--- src/rtl/wd_kicker.sv ---
// -----------------------------------------------------------------------------
// wd_kicker
//   Watchdog keepalive bus master. Every KICK_PERIOD watchdog ticks it borrows
//   the 68k bus (BUS_REQ/BUS_GNT) and issues one byte write cycle (nLDS, RW=0)
//   to KICK_ADDR, which restarts the system watchdog. Kicks that are not
//   acknowledged within DTACK_TIMEOUT cycles, or that lose the grant while the
//   strobes are low, are abandoned and counted in FAIL_CNT. While the watchdog
//   holds nRESET_IN low the block releases the bus and waits.
//
// Ports
//   CLK, nRST            clock, asynchronous active-low reset
//   EN                   1 = kicking enabled
//   TICK                 one-CLK pulse per watchdog clock period
//   nRESET_IN            watchdog reset output, low = system in reset
//   BUS_REQ / BUS_GNT    bus request to / grant from the arbiter
//   nDTACK               68k data acknowledge, active low
//   BUS_OE               1 = this block drives address, strobes and RW
//   M68K_ADDR[23:1]      KICK_ADDR while BUS_OE=1, else 0
//   nAS, nLDS, nUDS, RW  68k bus control (nUDS always 1)
//   KICK_DONE/KICK_FAIL  one-CLK pulses: kick acknowledged / abandoned
//   FAIL_CNT             abandoned kicks since reset, saturating at 255
// -----------------------------------------------------------------------------
module wd_kicker #(
  parameter int unsigned KICK_PERIOD   = 4,
  parameter logic [23:1] KICK_ADDR     = 23'h180000,
  parameter int unsigned DTACK_TIMEOUT = 16
) (
  input  logic        CLK,
  input  logic        nRST,
  input  logic        EN,
  input  logic        TICK,
  input  logic        nRESET_IN,
  output logic        BUS_REQ,
  input  logic        BUS_GNT,
  input  logic        nDTACK,
  output logic        BUS_OE,
  output logic [23:1] M68K_ADDR,
  output logic        nAS,
  output logic        nLDS,
  output logic        nUDS,
  output logic        RW,
  output logic        KICK_DONE,
  output logic        KICK_FAIL,
  output logic [7:0]  FAIL_CNT
);

  localparam int unsigned      TMO_W    = $clog2(DTACK_TIMEOUT + 1);
  localparam logic [2:0]       KP       = 3'(KICK_PERIOD);
  localparam logic [TMO_W-1:0] TMO_LAST = TMO_W'(DTACK_TIMEOUT - 1);

  typedef enum logic [2:0] {
    S_IDLE, S_WAIT, S_REQ, S_ADDR, S_STROBE, S_RELEASE, S_HOLDOFF
  } state_t;

  state_t           state_q, state_d;
  logic [2:0]       cnt_q, cnt_d, cnt_inc;
  logic [TMO_W-1:0] tmo_q, tmo_d;
  logic [7:0]       fail_cnt_q, fail_cnt_d;
  logic             done_q, done_d;
  logic             fail_q, fail_d;
  logic             bus_req_q, bus_req_d;
  logic             bus_oe_q, bus_oe_d;
  logic [23:1]      addr_q, addr_d;
  logic             n_as_q, n_as_d;
  logic             n_lds_q, n_lds_d;
  logic             n_uds_q, n_uds_d;
  logic             rw_q, rw_d;

  always_comb begin
    state_d    = state_q;
    tmo_d      = tmo_q;
    fail_cnt_d = fail_cnt_q;
    done_d     = 1'b0;
    fail_d     = 1'b0;
    // Tick counter saturates at KICK_PERIOD so a long grant wait yields one
    // immediate follow-up kick rather than a backlog.
    cnt_inc    = (TICK && (cnt_q != KP)) ? cnt_q + 3'd1 : cnt_q;
    cnt_d      = cnt_inc;

    unique case (state_q)
      S_IDLE: begin
        cnt_d = '0;
        if (EN) state_d = S_WAIT;
      end
      S_WAIT: begin
        if (!EN) begin
          state_d = S_IDLE;
          cnt_d   = '0;
        end else if (cnt_q == KP) begin
          state_d = S_REQ;
          // A tick coinciding with the request edge belongs to the next period.
          cnt_d   = TICK ? 3'd1 : 3'd0;
        end
      end
      S_REQ: begin
        if (!EN) begin
          state_d = S_IDLE;
          cnt_d   = '0;
        end else if (BUS_GNT) begin
          state_d = S_ADDR;
        end
      end
      S_ADDR: begin
        state_d = S_STROBE;
        tmo_d   = '0;
      end
      S_STROBE: begin
        if (!nDTACK) begin
          state_d = S_RELEASE;
          done_d  = 1'b1;
        end else if (!BUS_GNT || (tmo_q == TMO_LAST)) begin
          state_d = S_RELEASE;
          fail_d  = 1'b1;
          if (fail_cnt_q != 8'hFF) fail_cnt_d = fail_cnt_q + 8'd1;
        end else begin
          tmo_d = tmo_q + 1'b1;
        end
      end
      S_RELEASE: begin
        state_d = EN ? S_WAIT : S_IDLE;
      end
      S_HOLDOFF: begin
        cnt_d = '0;
        if (nRESET_IN) state_d = EN ? S_WAIT : S_IDLE;
      end
      default: begin
        state_d = S_IDLE;
        cnt_d   = '0;
      end
    endcase

    // Watchdog reset overrides everything decided above, including pulses.
    if (!nRESET_IN) begin
      state_d    = S_HOLDOFF;
      cnt_d      = '0;
      tmo_d      = '0;
      done_d     = 1'b0;
      fail_d     = 1'b0;
      fail_cnt_d = fail_cnt_q;
    end

    // Bus outputs are decoded from the next state so they change on the same
    // edge as the state itself.
    bus_req_d = state_d inside {S_REQ, S_ADDR, S_STROBE, S_RELEASE};
    bus_oe_d  = state_d inside {S_ADDR, S_STROBE, S_RELEASE};
    addr_d    = bus_oe_d ? KICK_ADDR : '0;
    rw_d      = ~bus_oe_d;
    n_as_d    = (state_d != S_STROBE);
    n_lds_d   = (state_d != S_STROBE);
    n_uds_d   = 1'b1;
  end

  always_ff @(posedge CLK or negedge nRST) begin
    if (!nRST) begin
      state_q    <= S_IDLE;
      cnt_q      <= '0;
      tmo_q      <= '0;
      fail_cnt_q <= '0;
      done_q     <= 1'b0;
      fail_q     <= 1'b0;
      bus_req_q  <= 1'b0;
      bus_oe_q   <= 1'b0;
      addr_q     <= '0;
      n_as_q     <= 1'b1;
      n_lds_q    <= 1'b1;
      n_uds_q    <= 1'b1;
      rw_q       <= 1'b1;
    end else begin
      state_q    <= state_d;
      cnt_q      <= cnt_d;
      tmo_q      <= tmo_d;
      fail_cnt_q <= fail_cnt_d;
      done_q     <= done_d;
      fail_q     <= fail_d;
      bus_req_q  <= bus_req_d;
      bus_oe_q   <= bus_oe_d;
      addr_q     <= addr_d;
      n_as_q     <= n_as_d;
      n_lds_q    <= n_lds_d;
      n_uds_q    <= n_uds_d;
      rw_q       <= rw_d;
    end
  end

  assign BUS_REQ   = bus_req_q;
  assign BUS_OE    = bus_oe_q;
  assign M68K_ADDR = addr_q;
  assign nAS       = n_as_q;
  assign nLDS      = n_lds_q;
  assign nUDS      = n_uds_q;
  assign RW        = rw_q;
  assign KICK_DONE = done_q;
  assign KICK_FAIL = fail_q;
  assign FAIL_CNT  = fail_cnt_q;

endmodule

--- config.mk ---
export PLATFORM = sky130hd
export DESIGN_NAME = wd_kicker
export DESIGN_NICKNAME = d
export VERILOG_FILES = /design/src/rtl/wd_kicker.sv
export SDC_FILE = /design/constraint.sdc
export NUM_CORES = 1
export LEC_CHECK = 0
export ABC_AREA = 1
export BUFFER_PORTS_ARGS = -buffer_cell sky130_fd_sc_hd__clkbuf_2
export CAP_MARGIN = 5
export CORE_MARGIN = 4
export CORE_UTILIZATION = 47
export CTS_CLUSTER_SIZE = 30
export DETAILED_ROUTE_END_ITERATION = 6
export GPL_ROUTABILITY_DRIVEN = 0
export PLACE_DENSITY_LB_ADDON = 0.15
export SETUP_SLACK_MARGIN = 0.05
export SLEW_MARGIN = 15
export SYNTH_ARGS = -nofsm -noshare
export SYNTH_HDL_FRONTEND = slang
export SYNTH_SLANG_ARGS = --single-unit
--- constraint.sdc ---
create_clock -name CLK -period 1.4 [get_ports CLK]
set_input_delay 0.07 -clock CLK [delete_from_list [all_inputs] [get_ports CLK]]
set_output_delay 0.07 -clock CLK [all_outputs]
set_load 0.01 [all_outputs]
After elaboration in Yosys (flattened, before gate mapping) --
Index checks and enable logic that the tools add are counted.
Storage, ports and cells: output and inout bits 39, memories 0, RAM bits 0, flip-flop bits (word level) 46, latch bits 0, bits in read-only memories 0
Operators by class: shifts and indexed selects 0, div/mod/pow operators 0, add/subtract/negate cells 3, reductions and logical operators 10, equal/unequal tests 18, order comparisons 0, mux-type cells 29, bitwise operators 1, multiply operators 0
Operator list (count):
- $mux 3 | 13
- $mux 21 | 1
- $eq 3x3->1 const B | 6
- $pmux 3 s6 | 1
- $mux 5 | 3
- $eq 3x2->1 const B | 4
- $ne 3x3->1 const B | 4
- $pmux 5 s2 | 1
- $mux 1 | 9
- $pmux 3 s3 | 1
- $add 8x1->8 const B | 1
- $ne 8x8->1 const B | 1
- $add 5x1->5 const B | 1
- $eq 5x4->1 const B | 1
- $reduce_and 5->1 | 1
- $reduce_bool 4->1 | 1
- $add 3x1->3 const B | 1
- $eq 3x1->1 const B | 1
- $logic_not 3->1 | 1
- $ne 3x1->1 const B | 1
- $reduce_and 3->1 | 1
- $reduce_bool 3->1 | 1
- $reduce_or 3->1 | 1
- $reduce_or 2->1 | 1
- 4 further kinds | 4

Depth between registers and ports, before layout --
depth after elaboration 9, gate-level depth with buffers 11, mapped depth without buffers 11

Least setup slack after synthesis --
No wires, ideal clock.
path type register to register, start register tmo_q[0], end register tmo_q[2], library setup time 0.122 ns, data required time 1.278 ns, slack -0.079 ns, cell stages (with the launch flop) 11, buffers on the path 0, period minus slack after synthesis 1.479 ns, data arrival time 1.357 ns, path through dfrtp_1 ha_1 nand2_1 nor2_1 ha_1 inv_1 nand3_1 inv_1 o21ai_4 nand2_1 o21ai_1
Between the ends: cells in the longest elaborated chain, start to end 5, elaborated cells between the ends (all ways) 9, those cells by class 1 x add/sub; 2 x eq/ne; 4 x mux; 2 x reduce/logical
RTL lines:
- from (decl) | line 57 | logic [TMO_W-1:0] tmo_q, tmo_d;
- from (signal assigned) | line 171 | tmo_q <= tmo_d;
- $add 5x1->5 | line 116 | tmo_d = tmo_q + 1'b1;
- $mux 5 | line 111 | end else if (!BUS_GNT || (tmo_q == TMO_LAST)) begin
- $mux 5 | line 108 | if (!nDTACK) begin
- $pmux 5 s2 | line 80 | unique case (state_q)
- $mux 5 | line 133 | if (!nRESET_IN) begin
Several ways; a longest one is shown, not always the timed one. The select of a mux whose other input is x is not followed. A chain may end at the register's enable or synchronous reset.

Worst setup path after layout --
start register tmo_q[1], end register addr_q (netlist bit M68K_ADDR[20])
Between the ends: cells in the longest elaborated chain, start to end 9, elaborated cells between the ends (all ways) 11, those cells by class 4 x eq/ne; 5 x mux; 2 x reduce/logical
RTL lines:
- $eq 5x4->1 (*) | line 111
- $logic_or 1x1->1 (*) | line 111
- $mux 3 (*) | line 111
- $mux 3 (*) | line 108
- $pmux 3 s6 (*) | line 80
- $mux 3 (*) | line 133
- $eq 3x2->1 or $eq 3x3->1 (tied branches) | line 145 | bus_oe_d = state_d inside {S_ADDR, S_STROBE, S_RELEASE};
- $reduce_bool 3->1 (*) | line 145
- net bus_oe_d | line 62 | logic bus_oe_q, bus_oe_d;
- $mux 21 (*) | line 146 | addr_d = bus_oe_d ? KICK_ADDR : '0;
- to (signal assigned) | line 177 | addr_q <= addr_d;
- to (decl) | line 63 | logic [23:1] addr_q, addr_d;
Mark *: on every way through the listed nets, which the timed path passes. The rest lies on a longest branch.

==> impl_metrics.tcl <==
set metrics [dict create \
    fin_skew_ps 5.47 \
    synth-simple-area-share_pct 30.9 \
    synth-xor-area-share_pct 4.33 \
    synth.cell_area_um2 1620 \
    drv_slew 0 \
    htreeDepth 1 \
    cp-end-kind "register" \
    grt_remaining_overflow 0 \
    core_um2 3340 \
    drive_gt1_share_pct 34.1 \
    dieArea_um2 4450 \
    cellPowerDensity_nw_per_um2 885 \
    max_slew_margin_pct 58.4 \
    drv_cap 0 \
    hold_slack_ps 78.4 \
    peakVddDrop_mv 0.585 \
    yosys_warnings 0 \
    synthDistinctLibCells 27 \
    synth_top_area_share_pct 35.5 \
    grt_use_total_pct 14.7 \
    via_count 1282 \
    start_util_pct 48.5 \
    period_share_pct 107 \
    path_max_fanout 3 \
    syn_avg_cell_area_um2 8.02 \
    tns_ps -1150 \
    synth_seq_cells 25 \
    run_status "finished, violations left" \
    violations "setup timing" \
    dr.pass1.iters 4 \
    synth_area_leaders "dfrtp_1 36%, nand2_1 14%, buf_4 12%, nand3_1 4.6%, inv_1 3.9%" \
    grt_antenna_before_repair 0 \
    setup_ws_ps -94.0 \
    finalSetupViolCount 16 \
    insertion_delay_ps 330 \
    fmax_mhz 669 \
    ios 46 \
    synthAdderAreaFrac_pct 3.86 \
    synthMuxAreaShare_pct 0 \
    area_delta_synth_final_pct 19.6 \
    grt_pass1_vias 1181 \
    cts.sinks 25 \
    rows 21 \
    die-width_um 66.7 \
    first_iter_violations 38 \
    hold_viol 0 \
    wire_per_inst_um 10.3 \
    rsz0062_at_grt "yes" \
    clock_path_buffers 2 \
    synth_cells 202 \
    period_minus_slack_ps 1490 \
    io_buffer_count 23 \
    cts_buffers 3 \
    start_kind "register" \
    yosysSeqAreaShare_pct 38.8 \
    power.leakage_nw 1.07 \
    dp_slack_ps -107 \
    die_h_um 66.7 \
    cts.clk_slew.worst_paths_ps 150 \
    synth-compound-area-share_pct 4.64 \
    cts-root-buf "clkbuf_4" \
    required_ps 1630 \
    ant_nets 0 \
    drt-total-wl_mm 3.02 \
    insertedDiodeCount 0 \
    worstPathArrival_ps 1720 \
    hp-class "in -> reg" \
    synth_top_area_cell "dfrtp_1" \
    mostFrequentLayoutCells "55 x nand2_1, 23 x clkbuf_2, 22 x dfrtp_1, 22 x conb_1, 20 x buf_4" \
    fillerInstances 337 \
    grt_pass1_wl_mm 5.02 \
    synth_top_family_by_area "simple AND/OR/NAND/NOR gates" \
    grt_max_degree 26 \
    dp_hpwl_mm 2.28 \
    drcViolationCount 0 \
    cts_tree "built" \
    mostFrequentLayoutCell "nand2_1" \
    avgViaCountPerCell 4.39 \
    worst_pin_slew_ps 624 \
    path_class "reg -> reg" \
    nNetsFinal 259 \
]
-- synth_stat cells --
library cell  instances
o21ai_0               2
buf_4                25
xor2_1                7
buf_2                 1
ha_1                  5
inv_1                17
dfstp_2               2
a21oi_1               5
o21ai_2               1
xnor2_1               1
nor2_1                8
nand2_4               2
nand3_1              15
nand4_1               2
nand2_2               1
nand3b_1              2
conb_1                2
nand3_2               4
inv_2                 5
o21ai_1               3
dfrtp_1              23
nor2_2                1
nor3_1                2
nand2_1              61
nor2_4                3
nor2_8                1
o21ai_4               1
-- flip-flops by register name, summed over array words and instances, names as in the netlist --
signal and flops:
cnt_q 3, KICK_FAIL 1, M68K_ADDR 1, RW 1, FAIL_CNT 8, tmo_q 5, state_q 3, nLDS 1
KICK_DONE 1, BUS_REQ 1
-- per-stage QoR --
stage	total power, mW	cell area, µm²	util (%)	instances
final	1.71	1940	58.0	292
after global routing	1.84	1940	58.0	292
after CTS	1.72	1890	56.6	290
after detailed placement	1.35	1810	54.2	281
after global placement	1.34	1810	54.2	281
after floorplan	1.19	1710	-	222
-- logic make-up (layout without fill, tap and decap cells) --
kind of cell | Yosys count | after routing
adders and majority gates | 5 | 5
AOI/OAI and AO/OA | 12 | 12
buffers and inverters | 48 | 72
and+or+nand+nor | 102 | 102
xor gates and xnor gates | 8 | 8
DFF | 25 | 25
other | 2 | 22
-- path summary, 6_finish.rpt --
kind                       cells past startpoint                 start  slack, ps                      end
min reg2reg                                    2  tmo_q[4]$_DFFE_PN0P_        520     tmo_q[4]$_DFFE_PN0P_
min                                            5                    EN         80           nLDS$_DFF_PN1_
max                                           10  tmo_q[1]$_DFFE_PN0P_        -90  M68K_ADDR[20]$_DFF_PN0_
max in group asynchronous                      2                  nRST        690     state_q[2]$_DFF_PN0_
max reg2reg                                   10  tmo_q[1]$_DFFE_PN0P_        -90  M68K_ADDR[20]$_DFF_PN0_
min in group asynchronous                      2                  nRST        270     state_q[1]$_DFF_PN0_
-- power by group --
part / switching [mW] / total (mW) / leakage [nW] / internal (mW)
Combinational: 0.307 / 0.529 / 0.733 / 0.222
Sequential: 0.0432 / 0.838 / 0.328 / 0.794
Clock: 0.238 / 0.347 / 0.0139 / 0.109
Total: 0.588 / 1.71 / 1.07 / 1.13
-- worst max-delay path, cell delays in order, from the launching register on --
cell and delay, ps:
dfrtp_1 420, ha_2 190, nand2_1 60, nor2_1 40, ha_1 180, inv_2 70
nand3_2 110, nand2_1 110, nand2_2 60, nand3_1 90, nand2_2 70
-- area by class of cell --
class | count | area, µm² | area share [%]
multi-input combinational | 149 | 840 | 43.3
sequential | 25 | 629 | 32.5
timing repair buffer | 46 | 295 | 15.2
inverter | 22 | 85.1 | 4.39
tap | 46 | 57.6 | 2.97
clock buffer | 3 | 22.5 | 1.16
clock inverter | 1 | 7.51 | 0.388
-- per-layer routing --
layer | vias to the layer above | share of wire [%] | GRT usage (%)
met3 | 2 | 5.3 | 2.36
met1 | 581 | 44 | 19.1
met5 | - | 0 | 0
li1 | 670 | - | -
met4 | 0 | 0.79 | 6.09
met2 | 29 | 49 | 24.3
-- timing repair --
item,in CTS,in global routing
endpoints found under the setup margin,17,21
pin swaps,4,2
setup buffers,2,2
hold endpoints to repair,25,0
hold buffers,3,0
gates resized for setup,2,12
Note: power is estimated with default switching activity, not from simulation.
